## config.mk

```make
export PLATFORM = sky130hd
export DESIGN_NAME = mul_div_unit
export DESIGN_NICKNAME = d
export VERILOG_FILES = /design/src/rtl/mul_div_unit.sv
export SDC_FILE = /design/constraint.sdc
export NUM_CORES = 1
export LEC_CHECK = 0
export BUFFER_PORTS_ARGS = -buffer_cell sky130_fd_sc_hd__buf_2
export CORE_UTILIZATION = 58
export CTS_CLUSTER_DIAMETER = 100
export DETAILED_ROUTE_END_ITERATION = 8
export PLACE_DENSITY = 0.8
export SETUP_SLACK_MARGIN = 0.2
export SLEW_MARGIN = 20
export SYNTH_ARGS = -nofsm -noshare
export SYNTH_HDL_FRONTEND = slang
export SYNTH_SLANG_ARGS = --single-unit
```

## constraint.sdc

```tcl
create_clock -name clock -period 4.88 [get_ports clock]
set_input_delay 0.488 -clock clock [delete_from_list [all_inputs] [get_ports clock]]
set_output_delay 0.488 -clock clock [all_outputs]
set_load 0.03 [all_outputs]
```

## src/rtl/mul_div_unit.sv

```systemverilog
// ----------------------------------------------------------------------------
// mul_div_unit
//   Sequential signed multiply / divide unit feeding the Z register pair.
//   Multiply uses radix-2 Booth (WIDTH iterations); divide uses non-restoring
//   division on operand magnitudes followed by a one-cycle sign fixup.
//
//   Build option: define MULDIV_DIV_EN to include the divide path. When it is
//   undefined, a divide request completes immediately with zero results.
//
// Ports
//   clock        in   system clock, rising edge
//   reset        in   synchronous active-high reset
//   start        in   launch request, sampled only in IDLE
//   op           in   0 = multiply, 1 = divide
//   a            in   multiplicand / dividend (two's complement)
//   b            in   multiplier / divisor (two's complement)
//   busy         out  high while an operation is iterating
//   done         out  one-cycle pulse, results valid from this cycle
//   div_by_zero  out  sticky flag for the last operation
//   zhigh        out  product high word / remainder
//   zlow         out  product low word / quotient
//
// State table
//   S_IDLE  | waiting for start
//   S_MUL   | Booth iterations
//   S_DIV   | non-restoring divide iterations
//   S_FIXUP | remainder restore, sign correction, divide-by-zero results
//   S_DONE  | done pulse, return to idle
// ----------------------------------------------------------------------------
module mul_div_unit #(
   parameter int WIDTH = 32
) (
   input  logic             clock,
   input  logic             reset,
   input  logic             start,
   input  logic             op,
   input  logic [WIDTH-1:0] a,
   input  logic [WIDTH-1:0] b,
   output logic             busy,
   output logic             done,
   output logic             div_by_zero,
   output logic [WIDTH-1:0] zhigh,
   output logic [WIDTH-1:0] zlow
);

   localparam int CW = $clog2(WIDTH);
   localparam logic [CW-1:0] CNT_TC = CW'(WIDTH - 1);

   typedef enum logic [2:0] {
      S_IDLE,
      S_MUL,
      S_DIV,
      S_FIXUP,
      S_DONE
   } state_t;

   state_t           r_state;
   logic [CW-1:0]    r_cnt;
   logic             r_busy;
   logic             r_done;
   logic             r_dbz;
   logic [WIDTH-1:0] r_zhigh;
   logic [WIDTH-1:0] r_zlow;

   // Booth datapath. The accumulator carries one guard bit so that
   // subtracting the most negative multiplicand cannot overflow.
   logic [WIDTH:0]   r_acc;
   logic [WIDTH-1:0] r_q;
   logic             r_qm1;
   logic [WIDTH-1:0] r_mcand;

   logic [WIDTH:0]   w_mext;
   logic [WIDTH:0]   w_sum;
   logic [WIDTH:0]   w_acc_n;
   logic [WIDTH-1:0] w_q_n;

   always_comb begin
      w_mext = {r_mcand[WIDTH-1], r_mcand};
      case ({r_q[0], r_qm1})
         2'b01:   w_sum = r_acc + w_mext;
         2'b10:   w_sum = r_acc - w_mext;
         default: w_sum = r_acc;
      endcase
      w_acc_n = {w_sum[WIDTH], w_sum[WIDTH:1]};
      w_q_n   = {w_sum[0], r_q[WIDTH-1:1]};
   end

`ifdef MULDIV_DIV_EN
   // Partial remainder needs two extra bits: it spans [-2D, 2D) after the
   // shift, and D itself may be 2^(WIDTH-1).
   logic [WIDTH+1:0] r_rem;
   logic [WIDTH-1:0] r_quo;
   logic [WIDTH-1:0] r_dvsr;
   logic             r_neg_q;
   logic             r_neg_r;

   logic [WIDTH-1:0] w_abs_a;
   logic [WIDTH-1:0] w_abs_b;
   logic [WIDTH+1:0] w_shift;
   logic [WIDTH+1:0] w_dext;
   logic [WIDTH+1:0] w_rem_n;
   logic [WIDTH-1:0] w_quo_n;
   logic [WIDTH-1:0] w_rem_mag;
   logic [WIDTH-1:0] w_q_final;
   logic [WIDTH-1:0] w_r_final;

   always_comb begin
      w_abs_a = a[WIDTH-1] ? (~a + 1'b1) : a;
      w_abs_b = b[WIDTH-1] ? (~b + 1'b1) : b;
      w_shift = {r_rem[WIDTH:0], r_quo[WIDTH-1]};
      w_dext  = {2'b00, r_dvsr};
      w_rem_n = r_rem[WIDTH+1] ? (w_shift + w_dext) : (w_shift - w_dext);
      w_quo_n = {r_quo[WIDTH-2:0], ~w_rem_n[WIDTH+1]};
      // Final remainder is below the divisor, so WIDTH-bit arithmetic suffices.
      w_rem_mag = r_rem[WIDTH+1] ? (r_rem[WIDTH-1:0] + r_dvsr) : r_rem[WIDTH-1:0];
      w_q_final = r_neg_q ? (~r_quo + 1'b1) : r_quo;
      w_r_final = r_neg_r ? (~w_rem_mag + 1'b1) : w_rem_mag;
   end
`endif

   always_ff @(posedge clock) begin
      if (reset) begin
         r_state <= S_IDLE;
         r_cnt   <= '0;
         r_busy  <= 1'b0;
         r_done  <= 1'b0;
         r_dbz   <= 1'b0;
         r_zhigh <= '0;
         r_zlow  <= '0;
         r_acc   <= '0;
         r_q     <= '0;
         r_qm1   <= 1'b0;
         r_mcand <= '0;
`ifdef MULDIV_DIV_EN
         r_rem   <= '0;
         r_quo   <= '0;
         r_dvsr  <= '0;
         r_neg_q <= 1'b0;
         r_neg_r <= 1'b0;
`endif
      end else begin
         case (r_state)
            S_IDLE: begin
               r_done <= 1'b0;
               if (start) begin
                  r_cnt   <= '0;
                  r_dbz   <= 1'b0;
                  r_mcand <= a;
                  if (!op) begin
                     r_acc   <= '0;
                     r_q     <= b;
                     r_qm1   <= 1'b0;
                     r_busy  <= 1'b1;
                     r_state <= S_MUL;
                  end else begin
`ifdef MULDIV_DIV_EN
                     r_rem   <= '0;
                     r_quo   <= w_abs_a;
                     r_dvsr  <= w_abs_b;
                     r_neg_q <= a[WIDTH-1] ^ b[WIDTH-1];
                     r_neg_r <= a[WIDTH-1];
                     r_busy  <= 1'b1;
                     if (b == '0) begin
                        r_dbz   <= 1'b1;
                        r_state <= S_FIXUP;
                     end else begin
                        r_state <= S_DIV;
                     end
`else
                     r_zhigh <= '0;
                     r_zlow  <= '0;
                     r_busy  <= 1'b0;
                     r_done  <= 1'b1;
                     r_state <= S_DONE;
`endif
                  end
               end
            end

            S_MUL: begin
               r_acc <= w_acc_n;
               r_q   <= w_q_n;
               r_qm1 <= r_q[0];
               r_cnt <= r_cnt + CW'(1);
               if (r_cnt == CNT_TC) begin
                  r_zhigh <= w_acc_n[WIDTH-1:0];
                  r_zlow  <= w_q_n;
                  r_busy  <= 1'b0;
                  r_done  <= 1'b1;
                  r_state <= S_DONE;
               end
            end

`ifdef MULDIV_DIV_EN
            S_DIV: begin
               r_rem <= w_rem_n;
               r_quo <= w_quo_n;
               r_cnt <= r_cnt + CW'(1);
               if (r_cnt == CNT_TC) begin
                  r_state <= S_FIXUP;
               end
            end

            S_FIXUP: begin
               if (r_dbz) begin
                  r_zhigh <= r_mcand;
                  r_zlow  <= '1;
               end else begin
                  r_zhigh <= w_r_final;
                  r_zlow  <= w_q_final;
               end
               r_busy  <= 1'b0;
               r_done  <= 1'b1;
               r_state <= S_DONE;
            end
`endif

            S_DONE: begin
               r_done  <= 1'b0;
               r_state <= S_IDLE;
            end

            default: begin
               r_busy  <= 1'b0;
               r_done  <= 1'b0;
               r_state <= S_IDLE;
            end
         endcase
      end
   end

   assign busy        = r_busy;
   assign done        = r_done;
   assign div_by_zero = r_dbz;
   assign zhigh       = r_zhigh;
   assign zlow        = r_zlow;

endmodule

```

# Yosys cells after proc, flatten, opt, wreduce, memory -nomap -nowiden

Index checks and enable logic that the tools add are counted.

Register bits: 172
Input bits: 68
Output and inout bits: 67
Logic and storage cells: 61

$add $sub $neg: 3
Equality and inequality tests: 9
Muxes and demuxes: 30
Bitwise operators: 1
Reductions and logical operators: 8

Operator list:

| kind                                                                  | count |
|---|---|
| 32-bit 2-to-1 mux                                                     | 6 |
| 32-bit one-hot mux with 2 select lines                                | 3 |
| 33-bit one-hot mux with 2 select lines                                | 2 |
| 33-bit 2-to-1 mux                                                     | 2 |
| 33-bit adder                                                          | 1 |
| 33-bit subtractor                                                     | 1 |
| 5-bit one-hot mux with 2 select lines                                 | 1 |
| 3-bit 2-to-1 mux                                                      | 3 |
| 1-bit 2-to-1 mux                                                      | 8 |
| 2-bit != test, second input constant                                  | 4 |
| 3-bit one-hot mux with 2 select lines                                 | 1 |
| 2-bit AND reduction                                                   | 3 |
| 3-bit AND reduction                                                   | 2 |
| 5-bit by 1-bit adder with 5-bit output, second input constant         | 1 |
| 5-bit equality test, second input constant                            | 1 |
| 5-bit 2-to-1 mux                                                      | 1 |
| 1-bit one-hot mux with 2 select lines                                 | 2 |
| 4-bit AND reduction                                                   | 1 |
| 3-bit by 1-bit equality test with 1-bit output, second input constant | 1 |
| 3-bit equality test, second input constant                            | 1 |
| 3-bit zero test                                                       | 1 |
| 1-bit one-hot mux with 3 select lines                                 | 1 |
| 2-bit by 1-bit equality test with 1-bit output, second input constant | 1 |
| 2-bit equality test, second input constant                            | 1 |
| 2 further kinds                                                       | 2 |

# Longest topological paths before layout

Gate-level depths: netlist (run 1).

Depth after elaboration: 4
Gate-level depth with buffers: 18
Depth with buffers taken out: 17

# Worst setup path before layout (run 1)

OpenSTA, ideal clock, no wires.

Path type: register to register
Start: reg r_mcand[0]
End: reg r_acc[28]
Library setup time: 0.128 ns
Arrival time: 3.778 ns
Slack: 0.975 ns
Cell stages (with the launch flop): 19
Cell sequence: dfxtp_1 inv_1 ha_1 or4b_4 nor3_4 nand2_1 nor3_1 a31oi_1 xnor2_1 ha_1 buf_2 a21oi_1 o21ai_0 a2111oi_1 o2111ai_1 a21oi_1 xnor2_1 a222oi_1 nor2_1

Longest elaborated chain between the ends: 3
Elaborated cells between the ends (all ways): 4
Those cells by class: add/sub: 2; mux: 2

RTL lines:

| element                                           | RTL line | text |
|---|---|---|
| start: declaration                                | 70       | `logic [WIDTH-1:0] r_mcand;` |
| start signal: assignment                          | 133      | `r_mcand <= '0;` |
| start signal: assignment                          | 148      | `r_mcand <= a;` |
| 33-bit subtractor or 33-bit adder (tied branches) | 81, 80   |  |
| 33-bit one-hot mux with 2 select lines *          | 79       | `case ({r_q[0], r_qm1})` |
| 33-bit one-hot mux with 2 select lines *          | 142      | `case (r_state)` |
| end signal: assignment                            | 181      | `r_acc <= w_acc_n;` |
| end: declaration                                  | 67       | `logic [WIDTH:0] r_acc;` |

Every way passes the cells marked *; elsewhere a longest branch is shown, timed or not.
A chain may end at the register's enable or synchronous reset.

# Final worst setup path (run 1)

Start: reg r_mcand[0]
End: reg r_zhigh[30] (netlist: zhigh[30])

Longest elaborated chain between the ends: 4
Elaborated cells between the ends (all ways): 5
Those cells by class: add/sub: 2; mux: 3

RTL lines:

| element                                           | RTL line | text |
|---|---|---|
| 33-bit subtractor or 33-bit adder (tied branches) | 81, 80   |  |
| 33-bit one-hot mux with 2 select lines *          | 79       |  |
| 32-bit 2-to-1 mux *                               | 185      | `if (r_cnt == CNT_TC) begin` |
| 32-bit one-hot mux with 2 select lines *          | 142      |  |
| end signal: assignment                            | 186      | `r_zhigh <= w_acc_n[WIDTH-1:0];` |
| end: declaration                                  | 62       | `logic [WIDTH-1:0] r_zhigh;` |

Every way passes the cells marked *; elsewhere a longest branch is shown, timed or not. The select of a mux whose other input is x is not followed.

==> results_dict.tcl, run 1 <==
set metrics [dict create \
    clk_pin_slew_ns 0.07 \
    synth_common_cells "242 x nand2_1, 170 x dfxtp_1, 155 x a21oi_1" \
    setup_tns_ns 0 \
    multi_input_area_sq_um 5380 \
    fmax_mhz 233 \
    clk_path_buf_depth 2 \
    status "finished clean" \
    synth_seq_area_share_pct 37.3 \
    cts-root-buf "clkbuf_16" \
    critPathArrivalTime_ns 4.58 \
    synthCells 1196 \
    drive_gt1_share_pct 15.6 \
    finalSetupViolCount 0 \
    path_delay_family "compound AO/OA/AOI/OAI gates" \
    synth_xor_area_share_pct 4.32 \
    drv_slew 0 \
    register_area_sq_um 3400 \
    io-pin-count 135 \
    synth-edff-count 0 \
    reg2reg_from "r_mcand[0]" \
    cts_sinks 170 \
    cp_slowest_cell "or4b_4" \
    synth_top_family_by_area "compound AO/OA/AOI/OAI gates" \
    synth.mux.area_fraction_pct 1.32 \
    synth_area_leaders "dfxtp_1 37%, nand2_1 9.9%, a21oi_1 8.5%, ha_1 4.9%, nor2_1 4.3%" \
    wl_um 24400 \
    synth-seq-cells 170 \
    start_util_pct 59.8 \
    grt_first_pass_wirelength_um 39700 \
    viasPerCell 5.96 \
    ant_nets 0 \
    die_h_um 127 \
    die_w_um 127 \
    firstDrtPassIters 7 \
    start_kind "flip-flop" \
    synthDominantCellAreaShare_pct 37.3 \
    vias 8982 \
    clk_latency_ns 0.44 \
    nets 1389 \
    antenna_found_initial 0 \
    drt_iter0_markers 803 \
    ir_drop_mv 0.267 \
    cp.required_ns 5.16 \
    hpwl_um 16700 \
    tightest_slew_ns 1.03 \
    rows 45 \
    hold_start "a[10]" \
    path_max_fanout 7 \
    yosys.area.top_type "dfxtp_1" \
    ys_async_sr_fraction_pct 0 \
    ctsHoldBuffers 0 \
    grt_setup_unrepaired "no" \
    finClkSkew_ns 0.00802 \
    yosysWarnings 0 \
    htree_levels 4 \
    slew_headroom_pct 31.0 \
    worstPathCellList "inv_1 -> ha_1 -> or4b_4 -> nor3_4 -> nand2_1 -> nor3_1 -> a31oi_1 -> xnor2_1 -> ha_1 -> nand2_1 -> o21ai_1 -> a2111oi_2 -> buf_4 -> a211oi_1 -> a21oi_1 -> o31ai_1 -> mux2i_1 -> a31oi_1" \
    synth_area_sq_um 9130 \
    grt_pass1_vias 8264 \
    synth_compound_area_share_pct 24.6 \
    max_stage_delay_ns 0.49 \
    place_congestion 0.935 \
    numCtsBuffers 17 \
    grt_usage_pct 30.3 \
    diodes 0 \
    drv_cap 0 \
    num-fill-cells 1327 \
    dieArea_sq_um 16200 \
    yosys.area_share.simple_pct 23.0 \
    yosysMostFrequentCell "nand2_1" \
    p_leak_nw 4.25 \
    hold_viol_final 0 \
    finalCritPeriodShare_pct 88.1 \
    coreArea_sq_um 15300 \
    worst_setup_path_end_kind "flip-flop" \
    portBuffers 133 \
    grt_max_degree 88 \
    avgRoutedWirePerCell_um 16.2 \
    min_period_ns 4.30 \
    synthAdderAreaFrac_pct 5.15 \
    synth_nets 1301 \
    synth.distinct_cells 71 \
    cts_tree "yes" \
    crit_buf_inv 2 \
    hold_path.class "in2reg" \
    cp-startpoint "r_mcand[0]" \
    drc 0 \
    overflow 0 \
    critical_path_class "reg2reg" \
    final_cells 1508 \
    avgSynthCellArea_sq_um 7.63 \
    placedCellCount 1475 \
    ys.flop_type "dfxtp_1" \
    synthToLayoutAreaGrowth_pct 15.4 \
    p_per_area_nw_per_um2 355 \
]
-- worst reg2reg max path: stages, from the launching register on --
cell	delay (ns)
dfxtp_1	0.34
inv_1	0.07
ha_1	0.18
or4b_4	0.49
nor3_4	0.24
nand2_1	0.11
nor3_1	0.27
a31oi_1	0.15
xnor2_1	0.15
ha_1	0.42
nand2_1	0.13
o21ai_1	0.25
a2111oi_2	0.10
buf_4	0.15
a211oi_1	0.28
a21oi_1	0.11
o31ai_1	0.29
mux2i_1	0.30
a31oi_1	0.12
-- through the flow --
| step | instance area, sq um | hold slack (ns) | setup slack [ns] | total power, mW | utilization, % |
|---|---|---|---|---|---|
| 2_1_floorplan | 9130 | 0.428 | 0.975 | 2.13 | - |
| 3_3_place_gp | 9880 | 0.432 | 0.651 | 2.31 | 64.7 |
| 3_5_place_dp | 9900 | 0.437 | 0.512 | 2.33 | 64.9 |
| 4_1_cts | 10500 | 0.277 | 0.461 | 3.75 | 68.9 |
| 5_1_grt | 10500 | 0.283 | 0.297 | 3.91 | 69.1 |
| 6_report | 10500 | 0.288 | 0.581 | 3.74 | 69.1 |
-- area by class of cell --
class,instances,share of cell area [%]
flip-flops and latches,170,32.3
inverters,24,0.855
multi-input cells,925,51.1
clock inverters,13,1.69
repair buffers,146,7.38
clock buffers,19,4.20
well taps,211,2.51
-- cell usage in the layout, fill, tap and decap left out, types with 4 or more instances in the layout --
cell and n:
a32oi_1 5, a21o_1 19, nand3b_1 4, buf_4 13, buf_2 132, mux2i_1 12, o21ai_0 42, or2_2 4
a311oi_1 31, a211oi_1 8, nor2_1 102, and2_1 6, dfxtp_1 170, and3_1 6, ha_1 36, o31ai_1 5
nand2b_1 8, o21bai_1 4, a32o_1 4, clkbuf_16 17, xor2_1 6, a31oi_1 15, a211oi_2 4, o211ai_1 7
nand4_1 6, xnor2_1 39, inv_6 6, nor2b_1 6, nor3b_1 4, nor4_1 4, or3_1 4, inv_1 24
o21a_1 5, a22oi_1 13, nand3_1 47, a21oi_1 154, nand2_1 242, nor3_1 18
-- metal layers --
metal / vias to the layer above / wire length, um / track usage, %
met5: - / 0 / 0
met1: 4208 / 10500 / 37.9
met3: 47 / 1520 / 6.66
li1: 4415 / - / -
met2: 312 / 11800 / 51.8
met4: 0 / 563 / 9.94
-- final timing paths --
path | slack, ns | cells past startpoint | end
worst max-delay path | 0.58 | 18 | zhigh[30]
worst min-delay path | 0.29 | 3 | r_mcand[10]
worst max register to register | 0.58 | 18 | zhigh[30]
worst min register to register | 0.45 | 2 | zlow[6]
-- kinds of logic after synthesis --
| kind of cell | count (synthesis) |
|---|---|
| AO/OA/AOI/OAI | 351 |
| XOR/XNOR | 45 |
| multiplexers | 12 |
| other | 1 |
| flip-flops | 170 |
| adder cells (fa/ha/maj) | 37 |
| AND/OR/NAND/NOR | 479 |
| buffers and inverters | 101 |
-- flip-flops by register name (all words and copies together), names as in the netlist --
name,cells
r_q,32
busy,1
done,1
r_acc,32
zhigh,32
zlow,32
r_cnt,5
r_mcand,32
r_qm1,1
r_state,2
-- what timing repair did --
action	in CTS	in global routing
endpoints found under the setup margin	0	14
gates resized for setup	0	3
buffers inserted	0	1
-- where the power goes --
part	internal [mW]	switching, mW
Sequential	1.45	0.0564
Combinational	0.296	0.517
Clock	0.833	0.595
Total	2.58	1.17
No activity file was read; power rests on OpenSTA's default activity.
==> run 2: changes to the inputs <==
--- a/config.mk
+++ b/config.mk
@@ -6,6 +6,7 @@
 export NUM_CORES = 1
 export LEC_CHECK = 0
 export BUFFER_PORTS_ARGS = -buffer_cell sky130_fd_sc_hd__buf_2
+export CORE_ASPECT_RATIO = 0.7
 export CORE_UTILIZATION = 58
 export CTS_CLUSTER_DIAMETER = 100
 export DETAILED_ROUTE_END_ITERATION = 8
==> run 2 against run 1 <==
The run now ends with DRC left; flip-flop and latch count did not move; clock-buffer cell count is 2 lower; die area hardly changed; wire length is 1.1% lower; via count is 0.32% higher; critical path type unchanged; largest power group unchanged.
==> results_dict.tcl, run 2 (synthesis results as in run 1) <==
set metrics [dict create \
    cp-startpoint "r_mcand[0]" \
    p_leak_nw 4.25 \
    clk_path_buf_depth 2 \
    coreArea_sq_um 15000 \
    clk_latency_ns 0.43 \
    grt_max_degree 98 \
    p_total_mw 3.66 \
    setup_tns_ns 0 \
    layout.cells.most_common "nand2_1" \
    min_period_ns 4.28 \
    p_per_area_nw_per_um2 349 \
    crit_buf_inv 1 \
    grt_usage_pct 29.6 \
    reg2reg_from "r_mcand[0]" \
    violations "DRC" \
    avgRoutedWirePerCell_um 16.2 \
    path_delay_family "compound AO/OA/AOI/OAI gates" \
    reg2regPathDepth 17 \
    rows 37 \
    cts-root-buf "clkbuf_16" \
    finClkSkew_ns 0.0111 \
    critPathArrivalTime_ns 4.58 \
    worstPathCellList "inv_1 -> ha_1 -> or4b_4 -> nor3_4 -> nand2_1 -> nor2_1 -> nor2_1 -> xnor2_1 -> ha_1 -> a21oi_1 -> nor2_1 -> a2111oi_2 -> o2111ai_1 -> a21oi_1 -> xnor2_1 -> a222oi_1 -> nor2_1" \
    place_congestion 0.908 \
    status "complete, but fails checks" \
    grt_setup_unrepaired "no" \
    clk_pin_slew_ns 0.07 \
    grt_first_pass_wirelength_um 39100 \
    path_max_fanout 6 \
    viasPerCell 6.04 \
    firstDrtPassIters 7 \
    htree_levels 4 \
    start_util_pct 60.7 \
    ant_nets 0 \
    cp.required_ns 5.18 \
    drc 14 \
    portBuffers 133 \
    reg2reg_slack_ns 0.60 \
    wl_um 24100 \
    crit_path_frequent_cell "nor2_1" \
    start_kind "flip-flop" \
    critical_path_class "reg2reg" \
    regToRegEndpoint "r_acc[28]" \
    drv_cap 0 \
    max_stage_delay_ns 0.49 \
    num-fill-cells 1280 \
    slew_headroom_pct 30.9 \
    grt_pass1_vias 7990 \
    cts_tree "yes" \
    worst_setup_path_end_kind "flip-flop" \
    finalSetupViolCount 0 \
    register_area_sq_um 3400 \
    drive_gt1_share_pct 15.6 \
    hold_path.class "in2reg" \
    drv_slew 0 \
    cp_slowest_cell "or4b_4" \
    die_w_um 152 \
    nets 1390 \
    antenna_found_initial 0 \
    post-cts-setup-buffers 0 \
    cts_sinks 170 \
    io-pin-count 135 \
    vias 9011 \
    tightest_slew_ns 1.04 \
    fmax_mhz 234 \
    numCtsBuffers 17 \
    hpwl_um 16800 \
    dieArea_sq_um 16300 \
    multi_input_area_sq_um 5380 \
    drt_iter0_markers 784 \
    ir_drop_mv 0.244 \
    hold_viol_final 0 \
    path_depth 17 \
    synthToLayoutAreaGrowth_pct 14.9 \
    diodes 0 \
    overflow 0 \
    die_h_um 107 \
    finalCritPeriodShare_pct 87.7 \
    cp-endpoint "r_acc[28]" \
    layout_common_cells "242 x nand2_1, 170 x dfxtp_1, 154 x a21oi_1" \
]
[run 2: cell count changes in the layout (fill, tap and decap cells not counted), moves of 2 or more]
| cell | previous run | this run |
|---|---|---|
| buf_4 | 13 | 15 |
| bufinv_16 | 3 | 0 |
| clkinv_4 | 1 | 3 |
| clkinv_8 | 0 | 6 |
| clkinvlp_4 | 2 | 0 |
| inv_6 | 6 | 3 |
[run 2: timing repair]
item	CTS	global route
hold endpoints to repair	0	0
resized for setup	0	2
hold buffers	0	0
endpoints found under the setup margin	0	4
[run 2: final cells by class]
type | instances | share of cell area [%]
Inverter | 24 | 0.858
Multi-Input combinational cell | 925 | 51.3
Sequential cell | 170 | 32.4
Clock inverter | 15 | 1.69
Tap cell | 195 | 2.32
Timing Repair Buffer | 147 | 7.37
Clock buffer | 17 | 4.05
[run 2: worst reg2reg max path, delay by kind of cell (launching register included)]
| kind | cells | cell delay, ns |
|---|---|---|
| compound gates | 5 | 1.51 |
| xor+xnor | 2 | 0.24 |
| simple gates | 7 | 1.46 |
| buf+inv | 1 | 0.07 |
| fa+ha+maj | 2 | 0.53 |
| flops | 1 | 0.35 |
[run 2: metrics by stage]
step	utilization [%]	hold WS (ns)	instance area (sq um)	worst slack, ns	std cells
2_1_floorplan	-	0.428	9130	0.975	1196
3_3_place_gp	65.7	0.437	9880	0.522	1461
3_5_place_dp	65.7	0.443	9880	0.455	1461
4_1_cts	69.7	0.280	10500	0.416	1493
5_1_grt	69.8	0.287	10500	0.218	1493
6_report	69.8	0.283	10500	0.602	1493
[run 2: per-layer routing]
metal  vias to the layer above  global-route usage, %  part of all wire, %
li1                       4422                      -                    -
met1                      4239                   41.7                   48
met2                       313                   45.6                   44
met3                        37                   5.82                  6.4
met4                         0                   9.40                  1.8
met5                         -                      0                    0
[run 2: power breakdown]
part	total [mW]	switching, mW	internal, mW
clock network	1.35	0.660	0.690
logic	0.810	0.514	0.296
registers	1.50	0.0552	1.45
total	3.66	1.23	2.43
[run 2: worst min-delay path by stage]
stage	start	endpoint	slack [ns]	cells past startpoint
after floorplan	r_cnt[3]	r_cnt[3]	0.43	1
after global placement	zhigh[16]	zhigh[16]	0.44	2
after detailed placement	zhigh[28]	zhigh[28]	0.44	2
after CTS	a[3]	r_mcand[3]	0.28	3
after global routing	a[2]	r_mcand[2]	0.29	3
final	a[31]	r_mcand[31]	0.28	3
